[config.mk]
export PLATFORM = sky130hd
export DESIGN_NAME = day01_parser
export DESIGN_NICKNAME = d
export VERILOG_FILES = /design/src/rtl/day01_pkg.sv /design/src/rtl/day01_parser_ascii_digit.sv /design/src/rtl/day01_parser.sv
export SDC_FILE = /design/constraint.sdc
export NUM_CORES = 1
export LEC_CHECK = 0
export CORE_MARGIN = 2
export CORE_UTILIZATION = 50
export DETAILED_ROUTE_END_ITERATION = 12
export PLACE_DENSITY = 0.8
export SLEW_MARGIN = 20
export SYNTH_ARGS = -nofsm -noshare
export SYNTH_HDL_FRONTEND = slang
export SYNTH_SLANG_ARGS = --single-unit
[constraint.sdc]
create_clock -name clk -period 4.6 [get_ports clk]
set_input_delay 0.46 -clock clk [delete_from_list [all_inputs] [get_ports clk]]
set_output_delay 0.46 -clock clk [all_outputs]
set_load 0.02 [all_outputs]
[src/rtl/day01_pkg.sv]
// day01_pkg
// Purpose : shared definitions for the Day 1 puzzle-text parser.
//           The package holds the ASCII codes the parser reacts to,
//           the line-parsing state enumeration, and the default
//           datapath width.
// Ports   : none (package)
package day01_pkg;

    // Default width of the parsed value and of the accumulator
    localparam int DEFAULT_WIDTH = 64;

    // ASCII codes that drive the line grammar
    localparam logic [7:0] CH_PLUS  = 8'h2B;
    localparam logic [7:0] CH_MINUS = 8'h2D;
    localparam logic [7:0] CH_NL    = 8'h0A;
    localparam logic [7:0] CH_CR    = 8'h0D;
    localparam logic [7:0] CH_ZERO  = 8'h30;
    localparam logic [7:0] CH_NINE  = 8'h39;

    // Where we are inside the current text line
    typedef enum logic [1:0] {
        ST_LINE_START = 2'd0,   // nothing seen on this line yet
        ST_SIGNED     = 2'd1,   // a sign was seen, no digit yet
        ST_DIGITS     = 2'd2,   // at least one digit accumulated
        ST_SKIP       = 2'd3    // line is malformed, discard until newline
    } state_e;

endpackage

[src/rtl/day01_parser_ascii_digit.sv]
// ascii_digit
// Purpose : combinational classifier that tells whether a byte is an
//           ASCII decimal digit and returns its numeric value.
// Ports   : char_i     - input byte
//           is_digit_o - 1 when char_i is in '0'..'9'
//           value_o    - digit value 0..9 (only meaningful when is_digit_o)
module ascii_digit
    import day01_pkg::*;
(
    input  logic [7:0] char_i,
    output logic       is_digit_o,
    output logic [3:0] value_o
);

    // The digits occupy 0x30..0x39, so the low nibble already is the value
    assign is_digit_o = (char_i >= CH_ZERO) && (char_i <= CH_NINE);
    assign value_o    = char_i[3:0];

endmodule

[src/rtl/day01_parser.sv]
// day01_parser
// Purpose : parses a stream of ASCII lines of the form [+|-]digits\n
//           into signed two's-complement values, handing each one
//           downstream through a valid/ready output register.
//           Malformed lines are dropped and flagged by a sticky error.
// Ports   : clk, rst           - clock, synchronous active-high reset
//           in_valid/in_ready  - input byte handshake
//           in_data            - ASCII input byte
//           out_valid/out_ready- output value handshake
//           out_data           - parsed signed value (WIDTH bits)
//           out_count          - saturating count of values handed off
//           error              - sticky malformed-line flag
module day01_parser
    import day01_pkg::*;
#(
    parameter int WIDTH       = DEFAULT_WIDTH,
    parameter int COUNT_WIDTH = 16
) (
    input  logic                   clk,
    input  logic                   rst,
    input  logic                   in_valid,
    output logic                   in_ready,
    input  logic [7:0]             in_data,
    output logic                   out_valid,
    input  logic                   out_ready,
    output logic [WIDTH-1:0]       out_data,
    output logic [COUNT_WIDTH-1:0] out_count,
    output logic                   error
);

    state_e                   state_q;
    logic                     neg_q;
    logic [WIDTH-1:0]         acc_q;
    logic [WIDTH-1:0]         outData_q;
    logic                     outValid_q;
    logic [COUNT_WIDTH-1:0]   outCount_q;
    logic                     error_q;

    logic                     isDigit;
    logic [3:0]               digitVal;
    logic [WIDTH-1:0]         digitExt;
    logic [WIDTH-1:0]         accMac_d;
    logic [WIDTH-1:0]         signedAcc_d;
    logic                     inFire;
    logic                     outFire;
    logic                     isSign;
    logic                     isNewline;

    ascii_digit u_digit (
        .char_i     (in_data),
        .is_digit_o (isDigit),
        .value_o    (digitVal)
    );

    // A single output register with no bypass: while a value waits for the
    // downstream side, the input stalls.
    assign in_ready  = ~outValid_q;
    assign inFire    = in_valid & in_ready;
    assign outFire   = outValid_q & out_ready;

    assign isSign    = (in_data == CH_PLUS) || (in_data == CH_MINUS);
    assign isNewline = (in_data == CH_NL);

    // acc*10 + digit built from shifts; everything wraps modulo 2^WIDTH,
    // which is the intended overflow behaviour.
    assign digitExt    = {{(WIDTH-4){1'b0}}, digitVal};
    assign accMac_d    = (acc_q << 3) + (acc_q << 1) + digitExt;
    assign signedAcc_d = neg_q ? -acc_q : acc_q;

    assign out_valid = outValid_q;
    assign out_data  = outData_q;
    assign out_count = outCount_q;
    assign error     = error_q;

    // Line-parsing FSM plus the output register and its bookkeeping.
    // The output handshake is handled first; an input byte can only be
    // accepted when the output register is empty, so the two never try
    // to change outValid_q in the same cycle. Carriage returns are simply
    // ignored wherever they appear, and every return to ST_LINE_START
    // clears the sign and accumulator so the next line starts clean.
    always_ff @(posedge clk) begin
        if (rst) begin
            state_q    <= ST_LINE_START;
            neg_q      <= 1'b0;
            acc_q      <= '0;
            outData_q  <= '0;
            outValid_q <= 1'b0;
            outCount_q <= '0;
            error_q    <= 1'b0;
        end else begin
            if (outFire) begin
                outValid_q <= 1'b0;
                if (outCount_q != '1) begin
                    outCount_q <= outCount_q + COUNT_WIDTH'(1);
                end
            end

            if (inFire && (in_data != CH_CR)) begin
                case (state_q)
                    ST_LINE_START: begin
                        if (isSign) begin
                            state_q <= ST_SIGNED;
                            neg_q   <= (in_data == CH_MINUS);
                        end else if (isDigit) begin
                            state_q <= ST_DIGITS;
                            acc_q   <= digitExt;
                        end else if (isNewline) begin
                            neg_q   <= 1'b0;
                            acc_q   <= '0;
                        end else begin
                            state_q <= ST_SKIP;
                            error_q <= 1'b1;
                        end
                    end
                    ST_SIGNED: begin
                        if (isDigit) begin
                            state_q <= ST_DIGITS;
                            acc_q   <= digitExt;
                        end else if (isNewline) begin
                            state_q <= ST_LINE_START;
                            neg_q   <= 1'b0;
                            acc_q   <= '0;
                            error_q <= 1'b1;
                        end else begin
                            state_q <= ST_SKIP;
                            error_q <= 1'b1;
                        end
                    end
                    ST_DIGITS: begin
                        if (isDigit) begin
                            acc_q      <= accMac_d;
                        end else if (isNewline) begin
                            state_q    <= ST_LINE_START;
                            neg_q      <= 1'b0;
                            acc_q      <= '0;
                            outData_q  <= signedAcc_d;
                            outValid_q <= 1'b1;
                        end else begin
                            state_q    <= ST_SKIP;
                            error_q    <= 1'b1;
                        end
                    end
                    ST_SKIP: begin
                        if (isNewline) begin
                            state_q <= ST_LINE_START;
                            neg_q   <= 1'b0;
                            acc_q   <= '0;
                        end
                    end
                    default: begin
                        state_q <= ST_LINE_START;
                    end
                endcase
            end
        end
    end

endmodule

Word-level counts from Yosys, hierarchy flattened
Index checks and enable logic that the tools add are counted.

Flip-flop bits (word level): 149. Input port bits: 12. Output and inout port bits: 83. Logic and storage cells: 69.

$add $sub $neg: 4. Magnitude comparators: 2. Equality and inequality tests: 13. Muxes and demuxes: 28. Bitwise logic cells: 4. Reductions and logical operators: 11.

Operators with widths (number): 64-bit 2-to-1 mux (5); 64-bit one-hot mux with 4 select lines (1); 64-bit by 4-bit adder with 64-bit output (1); 64-bit adder (1); 64-bit negator (1); 16-bit by 1-bit adder with 16-bit output (second input constant) (1); 8-bit by 6-bit == test with 1-bit output (second input constant) (2); 16-bit inequality test (second input constant) (1); 2-bit 2-to-1 mux (7); 1-bit 2-to-1 mux (12); 4-bit AND reduction (3); 8-bit by 4-bit == test with 1-bit output (second input constant) (1); 8-bit by 6-bit >= comparator with 1-bit output (second input constant) (1); 8-bit by 6-bit less-or-equal comparator with 1-bit output (second input constant) (1); 2-bit inequality test (second input constant) (4); 8-bit by 4-bit inequality test with 1-bit output (second input constant) (1); 2-bit one-hot mux with 4 select lines (1); 1-bit one-hot mux with 3 select lines (2); 2-bit == test (second input constant) (2); 4-bit inequality test (second input constant) (1); 2-bit AND reduction (2); 3-bit nonzero test (1); 1-bit AND (2); 2-bit by 1-bit == test with 1-bit output (second input constant) (1); 5 further kinds (7).

Longest topological paths before layout
Gate-level depths: netlist of run 1.

Depth after elaboration: 6. Gate-level depth with buffers: 13. Mapped depth without buffers: 13.

Cells and area by module
From an unflattened synthesis of run 1, not the netlist that was laid out.

Cells, all modules: 1358. Area total of the unflattened synthesis: 10931.7 um2.

Modules (own cells, without submodules): day01_parser (instances 1, cells each 1351, area an instance 10869.2 um2, sequential area each 2982.9 um2); ascii_digit (instances 1, cells each 7, area an instance 62.6 um2, sequential area each 0.0 um2).

Worst setup path after synthesis of run 1
Ideal clock, no wire load.

Kind: input-to-reg. Start point: input port in_data[3]. End point: register acc_q[53]. Library setup time: 0.117 ns. Arrival time: 3.490 ns. Slack: 0.993 ns. Stages: 13. Path buffers: 0. Path through: inv_1 > fa_1 > inv_1 > ha_1 > a211oi_1 > nor2_1 > o31a_1 > a2111oi_2 > o41ai_2 > a211oi_1 > nor2_1 > xor2_1 > a22o_1.

Word-level cells in the longest chain between the ends: 5. Elaborated cells between the ends (all ways): 17.

RTL lines: start: declaration (RTL line day01_parser.sv:23) `input logic [7:0] in_data,`; parallel branches: the longest is 5 deep, another holds 64-bit by 4-bit adder with 64-bit output; end signal: assignment (RTL line day01_parser.sv:106) `acc_q <= digitExt;`; end signal: assignment (RTL line day01_parser.sv:118) `acc_q <= digitExt;`; end signal: assignment (RTL line day01_parser.sv:131) `acc_q <= accMac_d;`; end: declaration (RTL line day01_parser.sv:33) `logic [WIDTH-1:0] acc_q;`.

Parallel ways; which one is timed is not known. The select of a mux whose other input is x is not followed. A chain may end at the register's enable or synchronous reset.

Final worst setup path of run 1
Ends and elaborated chain as after synthesis.

==> results of run 1 <==
## state kept, by name, indices dropped and copies added, names as in the netlist
register   cells
error          1
out_data      64
state_q        2
acc_q         64
out_valid      1
neg_q          1
out_count     16
## how the worst max path moves through the flow
stage	from	endpoint	slack, ns	cells after the start
6_report	in_data[3]	acc_q[53]$_SDFFE_PP0P_	0.44	14
5_1_grt	in_data[3]	acc_q[53]$_SDFFE_PP0P_	0.18	14
3_5_place_dp	in_data[3]	acc_q[53]$_SDFFE_PP0P_	0.06	14
4_1_cts	in_data[3]	acc_q[53]$_SDFFE_PP0P_	0.48	14
3_3_place_gp	in_data[3]	acc_q[53]$_SDFFE_PP0P_	0.21	14
2_1_floorplan	in_data[3]	acc_q[53]$_SDFFE_PP0P_	0.99	13
## cell usage after synthesis (21+ instances only)
master	count
dfxtp_1	149
xor2_1	89
a211oi_1	61
clkbuf_1	68
a21oi_1	107
nor3_1	21
o21ai_0	99
a21o_1	24
inv_1	29
a22oi_1	30
xnor2_1	38
nand3_1	24
nand4_1	26
nand2_1	145
ha_1	128
nor2_1	166
## kinds of logic after synthesis
logic type	count (synthesis)	share of synthesized area
mux	4	0.00357
xor+xnor	127	0.0992
buf+inv	100	0.0341
simple gates	479	0.199
flops	149	0.266
fa+ha+maj	130	0.146
compound gates	432	0.252
## worst max-delay path, cell delays in order
cell             delay, ns
clkdlybuf4s50_1       0.53
inv_1                 0.12
fa_1                  0.60
inv_1                 0.07
ha_1                  0.33
a211oi_1              0.37
nor2_1                0.14
o31a_1                0.34
a2111oi_2             0.47
o41ai_2               0.25
a211oi_1              0.38
nor2_1                0.09
xor2_1                0.15
a22o_1                0.20
## layout by cell type, fill, tap and decap left out, drive strengths merged, types with 4 or more instances in the layout
cell / count
ha: 128
nand2: 145
inv: 37
and3: 16
clkdlybuf4s50: 93
dfxtp: 149
nand3: 24
and2: 5
buf: 14
or3: 15
o21bai: 19
o21ai: 104
nor3b: 4
nor3: 23
a21oi: 107
or4: 13
nor4: 7
clkbuf: 19
nand2b: 16
nand4: 26
mux2i: 4
a31oi: 10
a211oi: 61
o41ai: 10
xor2: 89
nor2: 166
o21a: 8
o31ai: 26
a22oi: 30
a21o: 24
o211ai: 7
nor2b: 12
a221oi: 4
xnor2: 38
## per-layer routing
metal  global-route usage  share of wire  up-vias
met3               0.0457          0.073       56
met4               0.0826          0.022        0
li1                     -              -     5293
met5                    0              0        -
met1                0.365           0.46     5139
met2                0.413           0.44      405
## power by group
group / internal (W) / leakage (nW) / switching [W]
clock network: 0.000848 / 0.304 / 0.000633
logic: 0.0000364 / 4.01 / 0.0000707
registers: 0.00129 / 1.20 / 0.00000362
total: 0.00218 / 5.52 / 0.000708
## per-stage QoR
stage	hold WS (ns)	area, um2	cells	power, W	utilization
6_report	0.449	13000	1769	0.00288	0.592
5_1_grt	0.472	13000	1769	0.00296	0.592
4_1_cts	0.452	13000	1769	0.00289	0.592
3_5_place_dp	0.445	12400	1737	0.00143	0.564
3_3_place_gp	0.439	12400	1737	0.00143	0.564
2_1_floorplan	0.445	11200	1421	0.00140	-
## final cells by class
class                           count  area (um2)
Clock buffer                       19         453
Multi-Input combinational cell   1172        7870
Tap cell                          280         350
Sequential cell                   149        2990
Clock inverter                     13         158
Timing Repair Buffer              107        1040
Fill cell                        1956        8930
Inverter                           29         109
==> summary.md, run 1 <==
| Metric | Value |
|---|---|
| Status | finished clean |
| Slew margin rel. | 0.353 |
| CTS Buffer Depth | 2 |
| Starting Density | 0.512 |
| Final worst-path setup slack | 0.437 ns |
| Clock latency on the worst-skew pair | 0.44 ns |
| Die area | roughly 24000 um2 |
| Maximum vdd ir drop | approximately 0.24 mV |
| R2R Path Start | acc_q[0]$_SDFFE_PP0P_ |
| Gr ovfl total | 0 |
| Most used DFF post-synth | dfxtp_1 |
| Hold path endpoint | out_data[51]$_SDFFE_PP0P_ |
| Sink Count | 149 |
| Routed wire length | around 32 mm |
| Port bufs | 94 |
| GPL Wtd Cong | between 0.9 and 1 |
| Worst-Margin Slew | roughly 0.97 ns |
| Global-route wire length before repair | just over 50 mm |
| Die width | 154 um |
| Vias in the first global route | ~10000 |
| CP Class | in -> reg |
| Hold Path Origin | out_data[51]$_SDFFE_PP0P_ |
| Leakage | approximately 5.5 nW |
| Yosys top cell by area | dfxtp_1 |
| Core Rows | between 50 and 60 |
| Initial antenna violation count | 0 |
| Minimum clock period | between 4 and 5 ns |
| Final hold vios | 0 |
| Number of flops mapped to enable cells by yosys | 0 |
| N_diodes | 0 |
| Die span in y | between 150 and 200 um |
| Hold crit path type | reg -> reg |
| CTS clk-pin slew, worst paths | around 0.07 ns |
| Period utilization | 0.905 |
| Largest cells by area after synthesis | dfxtp_1 27%, ha_1 14%, xor2_1 6.9% |
| CP arrival | around 4.5 ns |
| Clock Skews | 0.00998 ns |
| GRT Overall Usage | 0.262 |
| Maxcap violations | 0 |
| Register area share after synthesis | 0.266 |
| Worst R2R Setup Slack | about 0.57 ns |
| Antenna viol nets, final | 0 |
| Flops & latches, synth | ~150 |
| Critical R2R Capture | acc_q[53]$_SDFFE_PP0P_ |
| Crit path required time | around 4.9 ns |
| DRT Pass-1 Iters | 5 |
| CTS tree | built |
| Depth of the most critical reg-to-reg path | 13 |
| H-tree depth | 4 |
| DRC | 0 |
| WL/cell | between 15 and 20 um |
| Dpl ws | between 0.06 and 0.07 ns |
| Hold buffers post-CTS | 0 |
| Ys async rst share | 0 |
| Final setup violation count | 0 |
| I/O Pins | 95 |
| Max-slew violation count | 0 |
| DR vias/cell | a little over 6 |
| Mapped Cells | 1421 |
| Root Buffer | clkbuf_16 |
| Area Overhead vs Synth | 15.6% |
| Yosys warnings | 0 |
| Worst setup SP type | primary input |
| CP max FO | 5 |
| Final TNS setup | 0 ns |
| Synth Net Count | 1563 |
| Initial drt markers | around 1000 |
| Clock buffer count from CTS | 17 |
| Synth Area per Inst | roughly 7.9 um2 |
| Pin count of the biggest net entering global routing | 65 |
| PD cells | approximately 220 nW/um2 |
| Final nets | about 1600 |
| RSZ-0062 raised after global routing | no |
| Via Count | roughly 11000 |
| Mapped cell area | approximately 11000 um2 |
| Hold path depth | 2 |
| Share of cells above drive strength 1 | 0.0457 |
| Core region area | approximately 22000 um2 |
| Post-CTS Setup Inserts | 0 |
| F_max | around 240 MHz |
| Resized cells post-CTS | 0 |
| Synth top area share | 0.266 |
| CP endpoint kind | flop |
| Synth cell types | 62 |
| Hpwl dp | between 20 and 25 mm |
(Power assumes the default switching activity.)
==> run 2: changes to the inputs <==
--- a/config.mk
+++ b/config.mk
@@ -8,7 +8,7 @@
 export CORE_MARGIN = 2
 export CORE_UTILIZATION = 50
 export DETAILED_ROUTE_END_ITERATION = 12
-export PLACE_DENSITY = 0.8
+export PLACE_DENSITY_LB_ADDON = 0.3
 export SLEW_MARGIN = 20
 export SYNTH_ARGS = -nofsm -noshare
 export SYNTH_HDL_FRONTEND = slang
==> summary.md, run 2 (same netlist as run 1, synthesis figures left out) <==
| Metric | Value |
|---|---|
| Status | finished clean |
| Clock latency on the worst-skew pair | 0.44 ns (about the same) |
| Clock Skews | 0.0184 ns (+0.00842 ns) |
| Initial drt markers | 960 (-7.6%) |
| Die area | 23700 um2 (unchanged) |
| CP arrival | 4.40 ns (-0.09 ns) |
| CP endpoint kind | flop |
| Max-slew violation count | 0 (unchanged) |
| Clock buffer count from CTS | 17 (unchanged) |
| CP Class | in -> reg |
| Hold crit path type | reg -> reg |
| Post-CTS Setup Inserts | 0 (unchanged) |
| DRT Pass-1 Iters | 5 (unchanged) |
| Worst-Margin Slew | 0.826 ns (-0.142 ns) |
| Worst setup SP type | primary input |
| Worst R2R Setup Slack | 0.71 ns (+0.14 ns) |
| Max stage delay on crit path | 0.59 ns (about the same) |
| CTS clk-pin slew, worst paths | 0.07 ns (about the same) |
| Commonest non-fill, non-tap cell in the layout | nor2_1 |
| Maximum vdd ir drop | 0.210 mV (-14%) |
| I/O Pins | 95 (unchanged) |
| Hold buffers post-CTS | 0 (unchanged) |
| Final nets | 1618 (unchanged) |
| Root Buffer | clkbuf_16 |
| GRT Overall Usage | 0.254 (-0.00822) |
| Final TNS setup | 0 ns (unchanged) |
| Starting Density | 0.512 (unchanged) |
| Final setup violation count | 0 (unchanged) |
| Final core occ | 0.590 (-0.00269) |
| Share of cells above drive strength 1 | 0.0457 (unchanged) |
| CP max FO | 5 (unchanged) |
| CTS tree | built |
| Crit path required time | 4.92 ns (about the same) |
| Core region area | 21900 um2 (unchanged) |
| Cell chain of the critical path | clkdlybuf4s50_1 -> inv_1 -> fa_1 -> inv_1 -> ha_1 -> a211oi_1 -> nor2_1 -> o31a_1 -> a2111oi_2 -> o41ai_2 -> a211oi_1 -> nor2_1 -> xor2_1 -> a22o_1 |
| Antenna viol nets, final | 0 (unchanged) |
| WL/cell | 17.1 um (-4.2%) |
| H-tree depth | 4 (unchanged) |
| Port bufs | 94 (unchanged) |
| Minimum clock period | 4.08 ns (-0.0881 ns) |
| DR vias/cell | 6.05 (-1.7%) |
| Leakage | 5.48 nW (-0.68%) |
| Global-route wire length before repair | 49.8 mm (-3.4%) |
| Resized cells post-CTS | 0 (unchanged) |
| Sink Count | 149 (unchanged) |
| Pin count of the biggest net entering global routing | 78 (+20%) |
| Vias in the first global route | 9844 (-3.9%) |
| Via Count | 10700 (-1.7%) |
| Commonest non-fill, non-tap cells in the layout | 166 x nor2_1, 148 x dfxtp_1, 145 x nand2_1 |
| Core Rows | 54 (unchanged) |
| Initial antenna violation count | 0 (unchanged) |
| Period utilization | 0.886 (-0.0192) |
| Final hold vios | 0 (unchanged) |
| Die width | 154 um (unchanged) |
| DRC | 0 (unchanged) |
| Routed wire length | 30.3 mm (-4.2%) |
| Hpwl dp | 22.6 mm (-3.8%) |
| Crit-path slowest cell | fa_1 |
| Slew margin rel. | 0.449 (+0.0960) |
| N_diodes | 0 (unchanged) |
| Final Hold Slack | 0.453 ns (+0.00428 ns) |
| CTS Buffer Depth | 2 (unchanged) |
| Fillers | 1995 (+2.0%) |
| RSZ-0062 raised after global routing | no |
| Maxcap violations | 0 (unchanged) |
| GPL Wtd Cong | 0.957 (-0.13%) |
| Area Overhead vs Synth | 15.0% |
| Die span in y | 154 um (unchanged) |
| Gr ovfl total | 0 (unchanged) |
| PD cells | 214 nW/um2 (-3.7%) |
| F_max | 245 MHz (+2.2%) |
==> run 2: cell types whose count changed in the layout (fill, tap and decap cells not counted), moves of 2 or more <==
cell        change
inv_8           +3
bufinv_16       -2
clkbuf_8        -2
clkinvlp_4      +2
==> run 2: final cells by class <==
class                           count  area [um2]  share of cell area
Multi-Input combinational cell   1172        7870               0.610
Inverter                           29         109             0.00844
Tap cell                          280         350              0.0271
Clock inverter                     15         134              0.0104
Clock buffer                       17         425              0.0330
Sequential cell                   149        2980               0.231
Timing Repair Buffer              107        1040              0.0803
==> run 2: report_power, final <==
group          leakage [nW]  internal [W]  total (W)  switching, W
combinational          4.00     0.0000364   0.000107     0.0000706
clock                 0.275      0.000716    0.00136      0.000645
sequential             1.20       0.00129    0.00130    0.00000325
==> run 2: path summary, 6_finish.rpt <==
kind / from / endpoint / cells past startpoint
max: in_data[3] / acc_q[53]$_SDFFE_PP0P_ / 14
min: out_data[61]$_SDFFE_PP0P_ / out_data[61]$_SDFFE_PP0P_ / 2
max reg2reg: acc_q[7]$_SDFFE_PP0P_ / acc_q[60]$_SDFFE_PP0P_ / 11
min reg2reg: out_data[61]$_SDFFE_PP0P_ / out_data[61]$_SDFFE_PP0P_ / 2
==> run 2: layer usage <==
| layer | part of all wire | global-route usage | wire length (um) | up-vias |
|---|---|---|---|---|
| met5 | 0 | 0 | 0 | - |
| met4 | 0.013 | 0.0620 | 408 | 0 |
| met3 | 0.062 | 0.0304 | 1860 | 34 |
| met2 | 0.44 | 0.399 | 13200 | 357 |
| met1 | 0.49 | 0.369 | 14800 | 5010 |
| li1 | - | - | - | 5303 |
==> run 2: critical path: cells and delay by family <==
kind / cells / cell delay, ns
AOI/OAI and AO/OA: 6 / 1.95
xor gates and xnor gates: 1 / 0.15
adders and majority gates: 2 / 0.89
buffers and inverters: 3 / 0.71
and+or+nand+nor: 2 / 0.22
==> run 2: through the flow <==
stage	cells	instance area (um2)	worst slack [ns]	power (W)
3_5_place_dp	1737	12300	0.0937	0.00143
2_1_floorplan	1421	11200	0.993	0.00140
6_report	1769	12900	0.525	0.00276
3_3_place_gp	1737	12300	0.162	0.00143
5_1_grt	1769	12900	0.351	0.00284
4_1_cts	1769	12900	0.531	0.00278
==> run 3: changes to the inputs <==
--- a/config.mk
+++ b/config.mk
@@ -9,6 +9,7 @@
 export CORE_UTILIZATION = 50
 export DETAILED_ROUTE_END_ITERATION = 12
 export PLACE_DENSITY_LB_ADDON = 0.3
+export SKIP_CTS_REPAIR_TIMING = 1
 export SLEW_MARGIN = 20
 export SYNTH_ARGS = -nofsm -noshare
 export SYNTH_HDL_FRONTEND = slang
==> results of run 3 <==
No change in the layout: final DEF, timing and power equal those of run 2.
